## config.mk

```make
export PLATFORM = sky130hd
export DESIGN_NAME = load_store_unit
export DESIGN_NICKNAME = d
export VERILOG_FILES = /design/src/rtl/lsu_pkg.sv /design/src/rtl/lsu_align.sv /design/src/rtl/load_store_unit.sv
export SDC_FILE = /design/constraint.sdc
export NUM_CORES = 1
export LEC_CHECK = 0
export BUFFER_PORTS_ARGS = -buffer_cell sky130_fd_sc_hd__buf_2
export CAP_MARGIN = 20
export CORE_UTILIZATION = 40
export DETAILED_ROUTE_END_ITERATION = 10
export GPL_ROUTABILITY_DRIVEN = 1
export GPL_TIMING_DRIVEN = 0
export PLACE_DENSITY = 0.66
export SLEW_MARGIN = 20
export SYNTH_ARGS = -nofsm -noshare
export SYNTH_HDL_FRONTEND = slang
export SYNTH_HIERARCHICAL = 1
export SYNTH_SLANG_ARGS = --single-unit
```

## constraint.sdc

```tcl
create_clock -name i_clk -period 2.7 [get_ports i_clk]
set_input_delay 0.405 -clock i_clk [delete_from_list [all_inputs] [get_ports i_clk]]
set_output_delay 0.405 -clock i_clk [all_outputs]
set_load 0.05 [all_outputs]
```

## src/rtl/lsu_pkg.sv

```systemverilog
// Shared types and helpers for the load/store unit.
// Holds the FSM state, the error codes and the RV32I funct3 decode.
package lsu_pkg;

  typedef enum logic [1:0] {
    IDLE,
    ISSUE,
    WAIT_R,
    RESP
  } lsu_state_t;

  typedef enum logic [1:0] {
    ERR_NONE     = 2'b00,
    ERR_MISALIGN = 2'b01,
    ERR_FUNCT3   = 2'b10,
    ERR_TIMEOUT  = 2'b11
  } lsu_err_t;

  localparam logic [2:0] F3_B  = 3'd0;
  localparam logic [2:0] F3_H  = 3'd1;
  localparam logic [2:0] F3_W  = 3'd2;
  localparam logic [2:0] F3_BU = 3'd4;
  localparam logic [2:0] F3_HU = 3'd5;

  function automatic logic f3_illegal(
    input logic       we,
    input logic [2:0] f3
  );
    if (we) return f3 > F3_W;
    return !(f3 inside {F3_B, F3_H, F3_W, F3_BU, F3_HU});
  endfunction

  // Size lives in f3[1:0]: 00 byte, 01 half, 10 word.
  function automatic logic misaligned(
    input logic [2:0] f3,
    input logic [1:0] a
  );
    return ((f3[1:0] == 2'b01) && a[0])
        || ((f3[1:0] == 2'b10) && (a != 2'b00));
  endfunction

endpackage

```

## src/rtl/lsu_align.sv

```systemverilog
// Byte-lane steering for stores and shift/extend for loads.
// Purely combinational; the FSM never touches lane logic.
module lsu_align
  import lsu_pkg::*;
#(
  parameter int XLEN = 32
) (
  input  logic            we,
  input  logic [2:0]      funct3,
  input  logic [1:0]      addr_lo,
  input  logic [XLEN-1:0] wdata,
  input  logic [XLEN-1:0] rdata,
  output logic [3:0]      be,
  output logic [XLEN-1:0] wdata_lane,
  output logic [XLEN-1:0] rdata_ext
);

  logic [XLEN-1:0] shifted;

  always_comb begin
    be         = 4'b1111;
    wdata_lane = wdata;
    if (we) begin
      unique case (funct3[1:0])
        2'b00: begin
          be         = 4'b0001 << addr_lo;
          wdata_lane = {4{wdata[7:0]}};
        end
        2'b01: begin
          be         = 4'b0011 << {addr_lo[1], 1'b0};
          wdata_lane = {2{wdata[15:0]}};
        end
        default: begin
          be         = 4'b1111;
          wdata_lane = wdata;
        end
      endcase
    end
  end

  always_comb begin
    shifted   = rdata >> {addr_lo, 3'b000};
    rdata_ext = shifted;
    unique case (funct3)
      F3_B:  rdata_ext = {{(XLEN-8){shifted[7]}}, shifted[7:0]};
      F3_H:  rdata_ext = {{(XLEN-16){shifted[15]}}, shifted[15:0]};
      F3_BU: rdata_ext = {{(XLEN-8){1'b0}}, shifted[7:0]};
      F3_HU: rdata_ext = {{(XLEN-16){1'b0}}, shifted[15:0]};
      default: rdata_ext = shifted;
    endcase
  end

endmodule

```

## src/rtl/load_store_unit.sv

```systemverilog
// Load/store unit: execute-stage request in, word-addressed
// req/gnt/rvalid bus out, one-cycle response pulse back.
module load_store_unit
  import lsu_pkg::*;
#(
  parameter int XLEN           = 32,
  parameter int ADDR_W         = 32,
  parameter int TIMEOUT_CYCLES = 16
) (
  input  logic              i_clk,
  input  logic              i_rstn,
  input  logic              i_req_valid,
  output logic              o_req_ready,
  input  logic              i_req_we,
  input  logic [2:0]        i_req_funct3,
  input  logic [ADDR_W-1:0] i_req_addr,
  input  logic [XLEN-1:0]   i_req_wdata,
  output logic              o_mem_req,
  output logic              o_mem_we,
  output logic [ADDR_W-1:0] o_mem_addr,
  output logic [3:0]        o_mem_be,
  output logic [XLEN-1:0]   o_mem_wdata,
  input  logic              i_mem_gnt,
  input  logic              i_mem_rvalid,
  input  logic [XLEN-1:0]   i_mem_rdata,
  output logic              o_rsp_valid,
  output logic [XLEN-1:0]   o_rsp_rdata,
  output logic [1:0]        o_rsp_err
);

  localparam int CW = $clog2(TIMEOUT_CYCLES);
  localparam logic [CW-1:0] CNT_MAX = CW'(TIMEOUT_CYCLES - 1);

  lsu_state_t        state_q, state_d;
  lsu_err_t          err_q, err_d;
  logic [CW-1:0]     cnt_q, cnt_d;
  logic              we_q, we_d;
  logic [2:0]        f3_q, f3_d;
  logic [ADDR_W-1:0] addr_q, addr_d;
  logic [XLEN-1:0]   wdata_q, wdata_d;
  logic [XLEN-1:0]   rdata_q, rdata_d;

  logic [3:0]      be;
  logic [XLEN-1:0] wdata_lane;
  logic [XLEN-1:0] rdata_ext;

  lsu_align #(.XLEN(XLEN)) u_align (
    .we         (we_q),
    .funct3     (f3_q),
    .addr_lo    (addr_q[1:0]),
    .wdata      (wdata_q),
    .rdata      (i_mem_rdata),
    .be         (be),
    .wdata_lane (wdata_lane),
    .rdata_ext  (rdata_ext)
  );

  always_comb begin
    state_d = state_q;
    err_d   = err_q;
    cnt_d   = cnt_q;
    we_d    = we_q;
    f3_d    = f3_q;
    addr_d  = addr_q;
    wdata_d = wdata_q;
    rdata_d = rdata_q;
    unique case (state_q)
      IDLE: begin
        if (i_req_valid) begin
          we_d    = i_req_we;
          f3_d    = i_req_funct3;
          addr_d  = i_req_addr;
          wdata_d = i_req_wdata;
          rdata_d = '0;
          if (f3_illegal(i_req_we, i_req_funct3)) begin
            state_d = RESP;
            err_d   = ERR_FUNCT3;
          end else if (misaligned(i_req_funct3, i_req_addr[1:0])) begin
            state_d = RESP;
            err_d   = ERR_MISALIGN;
          end else begin
            state_d = ISSUE;
            err_d   = ERR_NONE;
            cnt_d   = '0;
          end
        end
      end
      ISSUE: begin
        cnt_d = cnt_q + CW'(1);
        if (i_mem_gnt) begin
          state_d = we_q ? RESP : WAIT_R;
        end else if (cnt_q == CNT_MAX) begin
          state_d = RESP;
          err_d   = ERR_TIMEOUT;
        end
      end
      WAIT_R: begin
        cnt_d = cnt_q + CW'(1);
        // rvalid beats the timeout when both land together.
        if (i_mem_rvalid) begin
          state_d = RESP;
          rdata_d = rdata_ext;
        end else if (cnt_q == CNT_MAX) begin
          state_d = RESP;
          err_d   = ERR_TIMEOUT;
        end
      end
      RESP: begin
        state_d = IDLE;
        err_d   = ERR_NONE;
        rdata_d = '0;
      end
      default: state_d = IDLE;
    endcase
  end

  always_ff @(posedge i_clk or negedge i_rstn) begin
    if (!i_rstn) begin
      state_q <= IDLE;
      err_q   <= ERR_NONE;
      cnt_q   <= '0;
      we_q    <= 1'b0;
      f3_q    <= '0;
      addr_q  <= '0;
      wdata_q <= '0;
      rdata_q <= '0;
    end else begin
      state_q <= state_d;
      err_q   <= err_d;
      cnt_q   <= cnt_d;
      we_q    <= we_d;
      f3_q    <= f3_d;
      addr_q  <= addr_d;
      wdata_q <= wdata_d;
      rdata_q <= rdata_d;
    end
  end

  logic issue;
  assign issue = (state_q == ISSUE);

  assign o_req_ready = (state_q == IDLE) && i_rstn;
  assign o_mem_req   = issue;
  assign o_mem_we    = issue && we_q;
  assign o_mem_addr  = issue ? {addr_q[ADDR_W-1:2], 2'b00} : '0;
  assign o_mem_be    = issue ? be : 4'b0000;
  assign o_mem_wdata = (issue && we_q) ? wdata_lane : '0;
  assign o_rsp_valid = (state_q == RESP);
  assign o_rsp_rdata = rdata_q;
  assign o_rsp_err   = err_q;

endmodule

```

==> flow_summary.toml, run 1 <==
[status]
status = "finished clean"

[power]
pwr-share-seq = 0.266
ir_drop_mv = 0.6876
p_sw_frac = 0.5059
p_clk_frac = 0.122
p_int_w = 0.005333
pwr-share-comb = 0.613
p_sw_w = 0.005461
leakage_nw = 4.050
power_density_nw_per_um2 = 1381

[sta]
maxSlewHeadroom = 0.4566
slew_violations = 0
tightest_slew_ns = 0.8133
finClkSkew_ns = 0.005722
fmaxAchievable_mhz = 389.7
fin_crit_sh = 0.9504
rsz0062_at_grt = "yes"
period_needed_ns = 2.566
setup_viol_count_final = 0
finalHoldViolCount = 0

[final_layout]
drive_gt1_frac = 0.4317
area_growth_pct = 26.68
antennaDiodeCount = 0
final_cells = 1052
design_area_sq_um = 7818
final_nets = 971

[placement]
dp_cells = 1035
gp_congestion = 0.8745
placed_cell_area_sq_um = 7485
port_buffers = 208
dpl.hpwl_um = 13160

[global_routing]
antenna_found_initial = 0
grt_remaining_overflow = 0
grt_pass1_wl_um = 27540
grt_usage = 0.2211
grt_max_degree = 74
grt_pass1_vias = 5251

[critical_path]
crit_cells = 8
rr_worst_depth = 7
critPathMaxStageDelay_ns = 0.36
rr_startpoint = "state_q[0]"
arrival_ns = 2.16
r2r-end = "addr_q[27]"
crit_chain = "buf_4 > buf_4 > buf_4 > buf_2 > o21ai_0 > nand2_1 > and2_1 > buf_2"
cp_data_required_time_ns = 2.30
worst_path_dominant_cell_family = "buffers and inverters"
critical_path.most_common_cell = "buf_4"
path_max_fanout = 10
ff2ff_setup_slack_ns = 0.62
start_kind = "flip-flop"
critPathCaptureType = "output port"
slowest_stage = "dfrtp_1"
worst-path-buf-inv = 5
worst-setup-path-type = "reg2out"

[cts]
clock_path_buffers = 2
cts_buffers = 9
clk_pin_slew_ns = 0.08
cts_tree = "done"
clk_latency_ns = 0.36
clock_sinks = 108
htreeDepth = 3
cts_root_buf = "clkbuf_16"

[synth]
ys_ff_latch = 108
netlist_area_sq_um = 6171
async_flop_share = 1.000
synth_cells = 637
ys.flop_type = "dfrtp_1"
yosysSeqAreaShare = 0.4380
synth-edff-count = 0
yosysWarnings = 6
synth_cell_types = 46
synth.avg_cell_area_sq_um = 9.687

[detailed_routing]
avgViaCountPerCell = 5.131
drtIter0Drc = 303
drc = 0
ant_nets = 0
vias = 5398
firstDrtPassIters = 5
wl_um = 17190
wl_per_cell_um = 16.34

[worst_hold_path]
hp-class = "in2reg"
hold_depth = 2
hold-path-endpoint = "wdata_q[28]"
hold_start = "i_req_wdata[28]"

[die]
die_area_sq_um = 15930
rows = 45
die_x_um = 126.2
start_util = 0.4074
core_sq_um = 15150
pin_count = 211
die_h_um = 126.2

[job]
drv_cap = 0
-- stage by stage --
| step | setup TNS (ns) | worst slack (ns) | hold WS [ns] | util | total power [W] |
|---|---|---|---|---|---|
| 4_1_cts | 0 | 0.01273 | 0.2603 | 0.5154 | 0.01084 |
| 6_report | 0 | 0.1340 | 0.2668 | 0.5162 | 0.01079 |
| 2_1_floorplan | 0 | 0.2778 | 0.1094 | - | 0.007870 |
| 3_5_place_dp | -1.011 | -0.08513 | 0.3289 | 0.4942 | 0.009482 |
| 5_1_grt | -0.02592 | -0.02592 | 0.2625 | 0.5162 | 0.01156 |
| 3_3_place_gp | -13.70 | -0.5815 | 0.4601 | 0.4919 | 0.009416 |
-- cells by family after synthesis --
family,count (synthesis),synth area share
AND/OR/NAND/NOR,251,0.2044
flip-flops,108,0.4380
multiplexers,105,0.1880
AO/OA/AOI/OAI,100,0.09854
buffers and inverters,64,0.05495
adder cells (fa/ha/maj),7,0.01419
other,1,0.0006077
XOR/XNOR,1,0.001420
-- flip-flops by register name, indices dropped and copies added, names as in the netlist --
signal / count
state_q: 2
o_rsp_err: 2
cnt_q: 4
wdata_q: 32
f3_q: 3
we_q: 1
o_rsp_rdata: 32
addr_q: 32
-- layout by cell type (no fill, tap or decap), types with 2 or more instances in the layout --
cell          n
buf_2       224
nand2_1     115
dfrtp_1     108
mux2_2       87
o21ai_0      40
and2_1       38
and3_1       34
a21oi_1      25
mux2i_1      18
buf_4        15
nor2_1       13
clkbuf_1     12
nor2b_1      12
clkbuf_2      9
nand3_1       9
clkbuf_16     9
nand4_1       9
a211oi_1      8
a22oi_1       8
or2_2         8
inv_1         6
ha_1          6
o21ai_1       5
buf_6         4
nand2b_1      4
o22ai_1       2
nand2_2       2
o22a_1        2
a221o_1       2
conb_1        2
clkinvlp_4    2
buf_1         2
-- synthesized netlist by cell type, types with 3 or more instances --
cell type | count | area share
a211oi_1 | 8 | 0.0097
a21oi_1 | 25 | 0.020
a22oi_1 | 8 | 0.0097
and2_1 | 38 | 0.039
and3_1 | 34 | 0.034
buf_1 | 3 | 0.0018
buf_2 | 17 | 0.014
buf_4 | 14 | 0.017
buf_6 | 3 | 0.0055
clkbuf_1 | 19 | 0.012
dfrtp_1 | 108 | 0.44
ha_1 | 7 | 0.014
inv_1 | 6 | 0.0036
mux2_2 | 87 | 0.16
mux2i_1 | 18 | 0.029
nand2_1 | 115 | 0.070
nand2b_1 | 4 | 0.0041
nand3_1 | 9 | 0.0073
nand4_1 | 9 | 0.0091
nor2_1 | 13 | 0.0079
nor2b_1 | 12 | 0.012
o21ai_0 | 40 | 0.032
o21ai_1 | 5 | 0.0041
or2_2 | 8 | 0.0081
-- cell type report --
class	count	area, sq um
Fill cell	1436	7328
Multi-Input combinational cell	466	3151
Sequential cell	108	2703
Timing Repair Buffer	211	1092
Buffer	57	325.3
Tap cell	188	235.2
Clock buffer	10	229.0
Clock inverter	6	60.06
Inverter	6	22.52
-- routing by layer --
layer / vias to the layer above / GRT usage / part of all wire
li1: 2626 / - / -
met1: 2551 / 0.2872 / 0.45
met2: 203 / 0.3598 / 0.46
met3: 18 / 0.05607 / 0.073
met4: 0 / 0.07158 / 0.014
met5: - / 0 / 0
-- worst max path at each step --
stage | start | endpoint | slack, ns
CTS | addr_q[0] | o_mem_be[3] | 0.01
global placement | i_rstn | o_req_ready | -0.58
detailed placement | state_q[1] | o_mem_addr[6] | -0.09
finish | addr_q[1] | o_mem_be[3] | 0.13
global route | addr_q[0] | o_mem_be[3] | -0.03
floorplan | state_q[1] | o_mem_addr[10] | 0.28
-- power groups by stage --
| stage | Clock (W) | Combinational, W | Sequential [W] |
|---|---|---|---|
| 3_5_place_dp | 0 | 0.00658 | 0.00290 |
| 4_1_cts | 0.00134 | 0.00663 | 0.00287 |
| 5_1_grt | 0.00140 | 0.00718 | 0.00297 |
| 6_report | 0.00131 | 0.00661 | 0.00287 |
| 3_3_place_gp | 0 | 0.00654 | 0.00288 |
| 2_1_floorplan | 0 | 0.00454 | 0.00333 |
-- timing repair --
item | CTS | global route
endpoints found under the setup margin | 44 | 36
hold endpoints to repair | 36 | 0
pin swaps | 1 | 0
gates resized for setup | 7 | 8
buffers inserted | 1 | 0
hold buffers | 1 | 0
Power figures use the tool's default switching activity.
==> run 2, diff against run 1 <==
--- a/config.mk
+++ b/config.mk
@@ -14,2 +14,3 @@
 export PLACE_DENSITY = 0.66
+export RECOVER_POWER = 100
 export SLEW_MARGIN = 20
==> constraint.sdc (replaced) <==
create_clock -name i_clk -period 2.7 [get_ports i_clk]
set_input_delay 0.675 -clock i_clk [delete_from_list [all_inputs] [get_ports i_clk]]
set_output_delay 0.675 -clock i_clk [all_outputs]
set_load 0.05 [all_outputs]
==> run 2 against run 1 <==
Against the previous run: wire length increased by 0.59%; critical path depth shrank 2; non-clock buffer count shrank 3; power rose by 0.96%; design area up 1.0%.
==> flow_summary.toml, run 2 (same netlist as run 1, synthesis figures left out) <==
[die]
die_h_um = 126.2
pin_count = 211
start_util = 0.4074
die_x_um = 126.2
core_sq_um = 15150
die_area_sq_um = 15930
rows = 45

[final_layout]
area_growth_pct = 28.00
final_core_util = 0.5215
final_cells = 1049
regArea_sq_um = 2706
drive_gt1_frac = 0.3856
antennaDiodeCount = 0
final_nets = 968
mostFrequentLayoutCells = "buf_2 (116), nand2_1 (116), dfrtp_1 (105), mux2_2 (87), clkbuf_1 (51)"
multi_input_area_sq_um = 3127
fillers = 1450

[cts]
htreeDepth = 3
cts_tree = "done"
cts_buffers = 9
clk_latency_ns = 0.36
clock_sinks = 108
clock_path_buffers = 2
cts_root_buf = "clkbuf_16"
clk_pin_slew_ns = 0.08
ctsHoldBuffers = 0

[power]
power_density_nw_per_um2 = 1380
ir_drop_mv = 0.6605
leakage_nw = 3.874

[sta]
setup_viol_count_final = 0
maxSlewHeadroom = 0.4420
fmaxAchievable_mhz = 379.2
slew_violations = 0
tightest_slew_ns = 0.8314
fin_crit_sh = 0.9767
finClkSkew_ns = 0.005671
period_needed_ns = 2.637
finalHoldViolCount = 0

[detailed_routing]
ant_nets = 0
avgViaCountPerCell = 5.155
wl_um = 17290
drc = 0
drtIter0Drc = 313
wl_per_cell_um = 16.48
vias = 5408
firstDrtPassIters = 5

[critical_path]
slowest_stage = "dfrtp_1"
critPathCaptureType = "output port"
rr_startpoint = "state_q[0]"
critPathMaxStageDelay_ns = 0.39
crit_path_start = "f3_q[1]"
start_kind = "flip-flop"
worst-setup-path-type = "reg2out"
path_max_fanout = 9
worst-path-buf-inv = 2
worst_path_dominant_cell_family = "simple AND/OR/NAND/NOR gates"
crit_chain = "buf_6 > nor2_2 > and2_4 > mux2_2 > and3_1 > buf_6"
arrival_ns = 1.96
cp_data_required_time_ns = 2.03
critical_path.most_common_cell = "buf_6"

[global_routing]
grt_remaining_overflow = 0
grt_max_degree = 74
grt_pass1_wl_um = 27630
grt.met3_usage = 0.05862
antenna_found_initial = 0
grt_busiest_layer = "met2"
grtUsageMet2 = 0.3640
grt_pass1_vias = 5268
grt_use_met1 = 0.2839
grt_usage = 0.2218

[worst_hold_path]
hp-class = "in2async"

[placement]
dp_cells = 1035
gp_congestion = 0.8745
dpl.hpwl_um = 13160
port_buffers = 208

[job]
drv_cap = 0

[status]
status = "finished clean"
-- run 2: worst register-to-register path: cells and delay by family, from the launching register on --
| kind | cells | cell delay [ns] |
|---|---|---|
| adders and majority gates | 1 | 0.23 |
| buffers and inverters | 4 | 1.05 |
| DFF | 1 | 0.45 |
| muxes | 1 | 0.35 |
| and+or+nand+nor | 1 | 0.25 |
-- run 2: routing by layer --
metal / part of all wire / vias to the layer above / wire length, um
met5: 0 / - / 0
met4: 0.016 / 0 / 276
met3: 0.078 / 20 / 1345
met2: 0.46 / 225 / 8025
met1: 0.44 / 2548 / 7642
li1: - / 2615 / -
-- run 2: power breakdown --
group	total (W)	internal [W]	switching, W	leakage (nW)
Sequential	0.00290	0.00237	0.000529	1.33
Combinational	0.00668	0.00241	0.00428	2.41
Clock	0.00131	0.000647	0.000664	0.134
-- run 2: stage by stage --
| stage | total power (W) | hold slack [ns] | worst slack (ns) | setup TNS, ns | area (sq um) |
|---|---|---|---|---|---|
| after floorplan | 0.007870 | 0.3794 | 0.007836 | 0 | 6175 |
| after CTS | 0.01101 | 0.2111 | 0.0002229 | 0 | 7928 |
| after global routing | 0.01165 | 0.2237 | -0.006141 | -0.007854 | 7899 |
| after global placement | 0.009416 | 0.4601 | -1.121 | -52.73 | 7451 |
| final | 0.01090 | 0.2006 | 0.06302 | 0 | 7899 |
| after detailed placement | 0.009482 | 0.4663 | -0.3551 | -9.995 | 7485 |
-- run 2: final timing paths --
| check | endpoint | slack [ns] | depth (start not counted) |
|---|---|---|---|
| worst min-delay path | o_rsp_rdata[18] | 0.20 | 1 |
| worst max-delay path | o_mem_wdata[13] | 0.06 | 6 |
| max in group asynchronous | wdata_q[0] | 1.82 | 2 |
| min in group i_clk | o_rsp_rdata[14] | 0.48 | 2 |
| worst max register to register | addr_q[27] | 0.25 | 7 |
| worst min register to register | o_rsp_rdata[14] | 0.48 | 2 |
-- run 2: what timing repair did --
item,4_1_cts,5_1_grt
endpoints found under the setup margin,66,58
cloned,0,0
pin swaps,1,0
setup buffers,1,2
gates resized for setup,62,30
-- run 2: cell type report --
type | count | area share
Tap cell | 188 | 0.02978
Buffer | 53 | 0.04055
Multi-Input combinational cell | 466 | 0.3958
Clock inverter | 6 | 0.007603
Timing Repair Buffer | 212 | 0.1518
Inverter | 6 | 0.002851
Clock buffer | 10 | 0.02899
Sequential cell | 108 | 0.3426
==> run 3, diff against run 2 <==
--- a/config.mk
+++ b/config.mk
@@ -7,2 +7,3 @@
 export LEC_CHECK = 0
+export ABC_AREA = 1
 export BUFFER_PORTS_ARGS = -buffer_cell sky130_fd_sc_hd__buf_2
==> constraint.sdc (replaced) <==
create_clock -name i_clk -period 2.7 [get_ports i_clk]
set_input_delay 0.135 -clock i_clk [delete_from_list [all_inputs] [get_ports i_clk]]
set_output_delay 0.135 -clock i_clk [all_outputs]
set_load 0.05 [all_outputs]
==> run 3 against run 2 <==
Against the previous run: global-route usage up 0.20 points; via count up 10%; synthesized area up 0.36%; hold slack worse by 0.19 ns; sequential share of layout area down 0.78 points; combinational power up 1%; setup slack better by 0.17 ns; synthesized cell count up 24%; count of clock-buffer cells in the layout down 1; design area up 2.2%; highest routed layer is now met5; cell count up 18%.
==> flow_summary.toml, run 3 <==
[synth]
ys.flop_type = "dfrtp_1"
synth_top_area_frac = 0.4364
yosysSeqAreaShare = 0.4364
synth.most_common_cell = "nand2_1"
synth.avg_cell_area_sq_um = 7.820
async_flop_share = 1.000
synth-edff-count = 0
synth_cells = 792
synthTopCellsByArea = "dfrtp_1 (44%), nand2_1 (12%), mux2_2 (12%), inv_1 (8.2%), nand3_1 (6.9%)"
synth_cell_types = 24
synth_top_cell_by_area = "dfrtp_1"
yosysWarnings = 6
ys_ff_latch = 108
netlist_area_sq_um = 6193
synthTopCellsByCount = "nand2_1 (203), inv_1 (135), dfrtp_1 (108)"

[global_routing]
grt_pass1_wl_um = 28030
grt_max_degree = 60
grt_pass1_vias = 5701
antenna_found_initial = 2
grt_remaining_overflow = 0
grt_usage = 0.2238

[final_layout]
fillers = 1477
design_area_sq_um = 8071
final_cells = 1241
drive_gt1_frac = 0.2757
final_nets = 1159
final_core_util = 0.5329
mostFrequentLayoutCells = "nand2_1 (202), inv_1 (135), buf_2 (123), dfrtp_1 (108), nand3_1 (85)"
layout_commonest_cell = "nand2_1"
area_growth_pct = 30.32

[cts]
clock_sinks = 108
cts_buffers = 9
cts_tree = "done"
htreeDepth = 3
cts_setup_buffers = 0
cts_root_buf = "clkbuf_16"
clk_latency_ns = 0.36
clk_pin_slew_ns = 0.08
clock_path_buffers = 2

[sta]
fin_setup_tns_ns = 0
finClkSkew_ns = 0.01070
slew_violations = 0
maxSlewHeadroom = 0.5823
tightest_slew_ns = 0.6292
fin_crit_sh = 0.9136
period_needed_ns = 2.467
finalHoldViolCount = 0
holdWs_ns = 0.007923
rsz0062_at_grt = "no"
fmaxAchievable_mhz = 405.4
setup_viol_count_final = 0

[detailed_routing]
wl_um = 17490
drc = 0
drtIter0Drc = 269
wl_met3_um = 1046
topRoutingLayerUsed = "met5"
ant_nets = 0
wl_met1_um = 7594
vias = 5951
firstDrtPassIters = 6
wl_met2_um = 8515
wl_per_cell_um = 14.09
avgViaCountPerCell = 4.795

[die]
core_sq_um = 15150
start_util = 0.4089
pin_count = 211
rows = 45
die_area_sq_um = 15990
die_h_um = 126.4
die_x_um = 126.4

[critical_path]
cp_data_required_time_ns = 2.57
rr_startpoint = "state_q[0]"
crit_path_start = "state_q[1]"
start_kind = "flip-flop"
path_max_fanout = 10
critPathCaptureType = "output port"
r2r-end = "o_rsp_rdata[14]"
arrival_ns = 2.33
worst-setup-path-type = "reg2out"
rr_worst_depth = 8
ff2ff_setup_slack_ns = 0.31

[placement]
gp_congestion = 0.8776
dp_cells = 1190
placed_cell_area_sq_um = 7507
dpl.hpwl_um = 13110
port_buffers = 208

[power]
power_density_nw_per_um2 = 1359
p_sw_frac = 0.5428
pwr-share-comb = 0.616
leakage_nw = 4.502
ir_drop_mv = 0.6404
p_clk_frac = 0.122
p_sw_w = 0.005954
pwr-share-seq = 0.262
p_int_w = 0.005015

[worst_hold_path]
hold-path-endpoint = "addr_q[9]"
hold_depth = 2
hold_start = "i_req_addr[9]"
hp-class = "in2reg"

[job]
drv_cap = 0

[status]
status = "finished clean"
## run 3: what timing repair did
item	in CTS	in global routing
resized for setup	0	7
endpoints found under the hold margin	83	0
hold buffers	34	0
setup endpoints to repair	0	30
## run 3: area by class of cell
| cell class | instances | area (sq um) | area share |
|---|---|---|---|
| antenna | 1 | 2.502 | 0.0003100 |
| clock inverter | 7 | 71.32 | 0.008836 |
| timing repair buffer | 243 | 1361 | 0.1687 |
| tap | 188 | 235.2 | 0.02914 |
| inverter | 136 | 510.5 | 0.06325 |
| multi-input combinational | 497 | 2680 | 0.3320 |
| buffer | 52 | 282.8 | 0.03503 |
| clock buffer | 9 | 225.2 | 0.02790 |
| sequential | 108 | 2703 | 0.3348 |
## run 3: power groups by stage
| stage | clock network [W] | logic, W | registers, W |
|---|---|---|---|
| floorplan | 0 | 0.00461 | 0.00349 |
| global placement | 0 | 0.00677 | 0.00287 |
| detailed placement | 0 | 0.00684 | 0.00290 |
| CTS | 0.00138 | 0.00691 | 0.00287 |
| global route | 0.00143 | 0.00741 | 0.00297 |
| finish | 0.00134 | 0.00675 | 0.00287 |
## run 3: cell families (layout without fill, tap and decap cells)
family / after synthesis / in the layout / synth area share
AND/OR/NAND/NOR: 348 / 348 / 0.2333
buffers and inverters: 188 / 447 / 0.1307
flip-flops: 108 / 108 / 0.4364
AO/OA/AOI/OAI: 74 / 74 / 0.06485
multiplexers: 66 / 66 / 0.1200
adder cells (fa/ha/maj): 7 / 7 / 0.01414
other: 1 / 3 / 0.0006055
## run 3: stage by stage
step           power, W  setup slack [ns]
3_3_place_gp   0.009638           0.03710
6_report        0.01097            0.2333
2_1_floorplan  0.008100            0.2943
3_5_place_dp   0.009744            0.4417
4_1_cts         0.01115           0.03047
5_1_grt         0.01181           0.01424
## run 3: worst max path at each step
stage | end | slack, ns
floorplan | o_mem_wdata[22] | 0.29
global placement | o_req_ready | 0.04
detailed placement | o_mem_wdata[17] | 0.44
CTS | o_mem_wdata[17] | 0.03
global route | o_mem_addr[30] | 0.01
finish | o_mem_wdata[23] | 0.23
## run 3: worst max-delay path, cell delays in order (launching register included)
cell and delay, ns:
dfrtp_1 0.45, inv_1 0.13, ha_1 0.19, buf_2 0.28, nand2_2 0.17, clkbuf_2 0.26, nor2_1 0.19, clkbuf_2 0.30
## run 3: routing by layer
layer  vias to the layer above  global-route usage
met5                         -                   0
met4                         2             0.08930
met3                        28             0.04260
met2                       194              0.3783
met1                      2752              0.2823
li1                       2975                   -
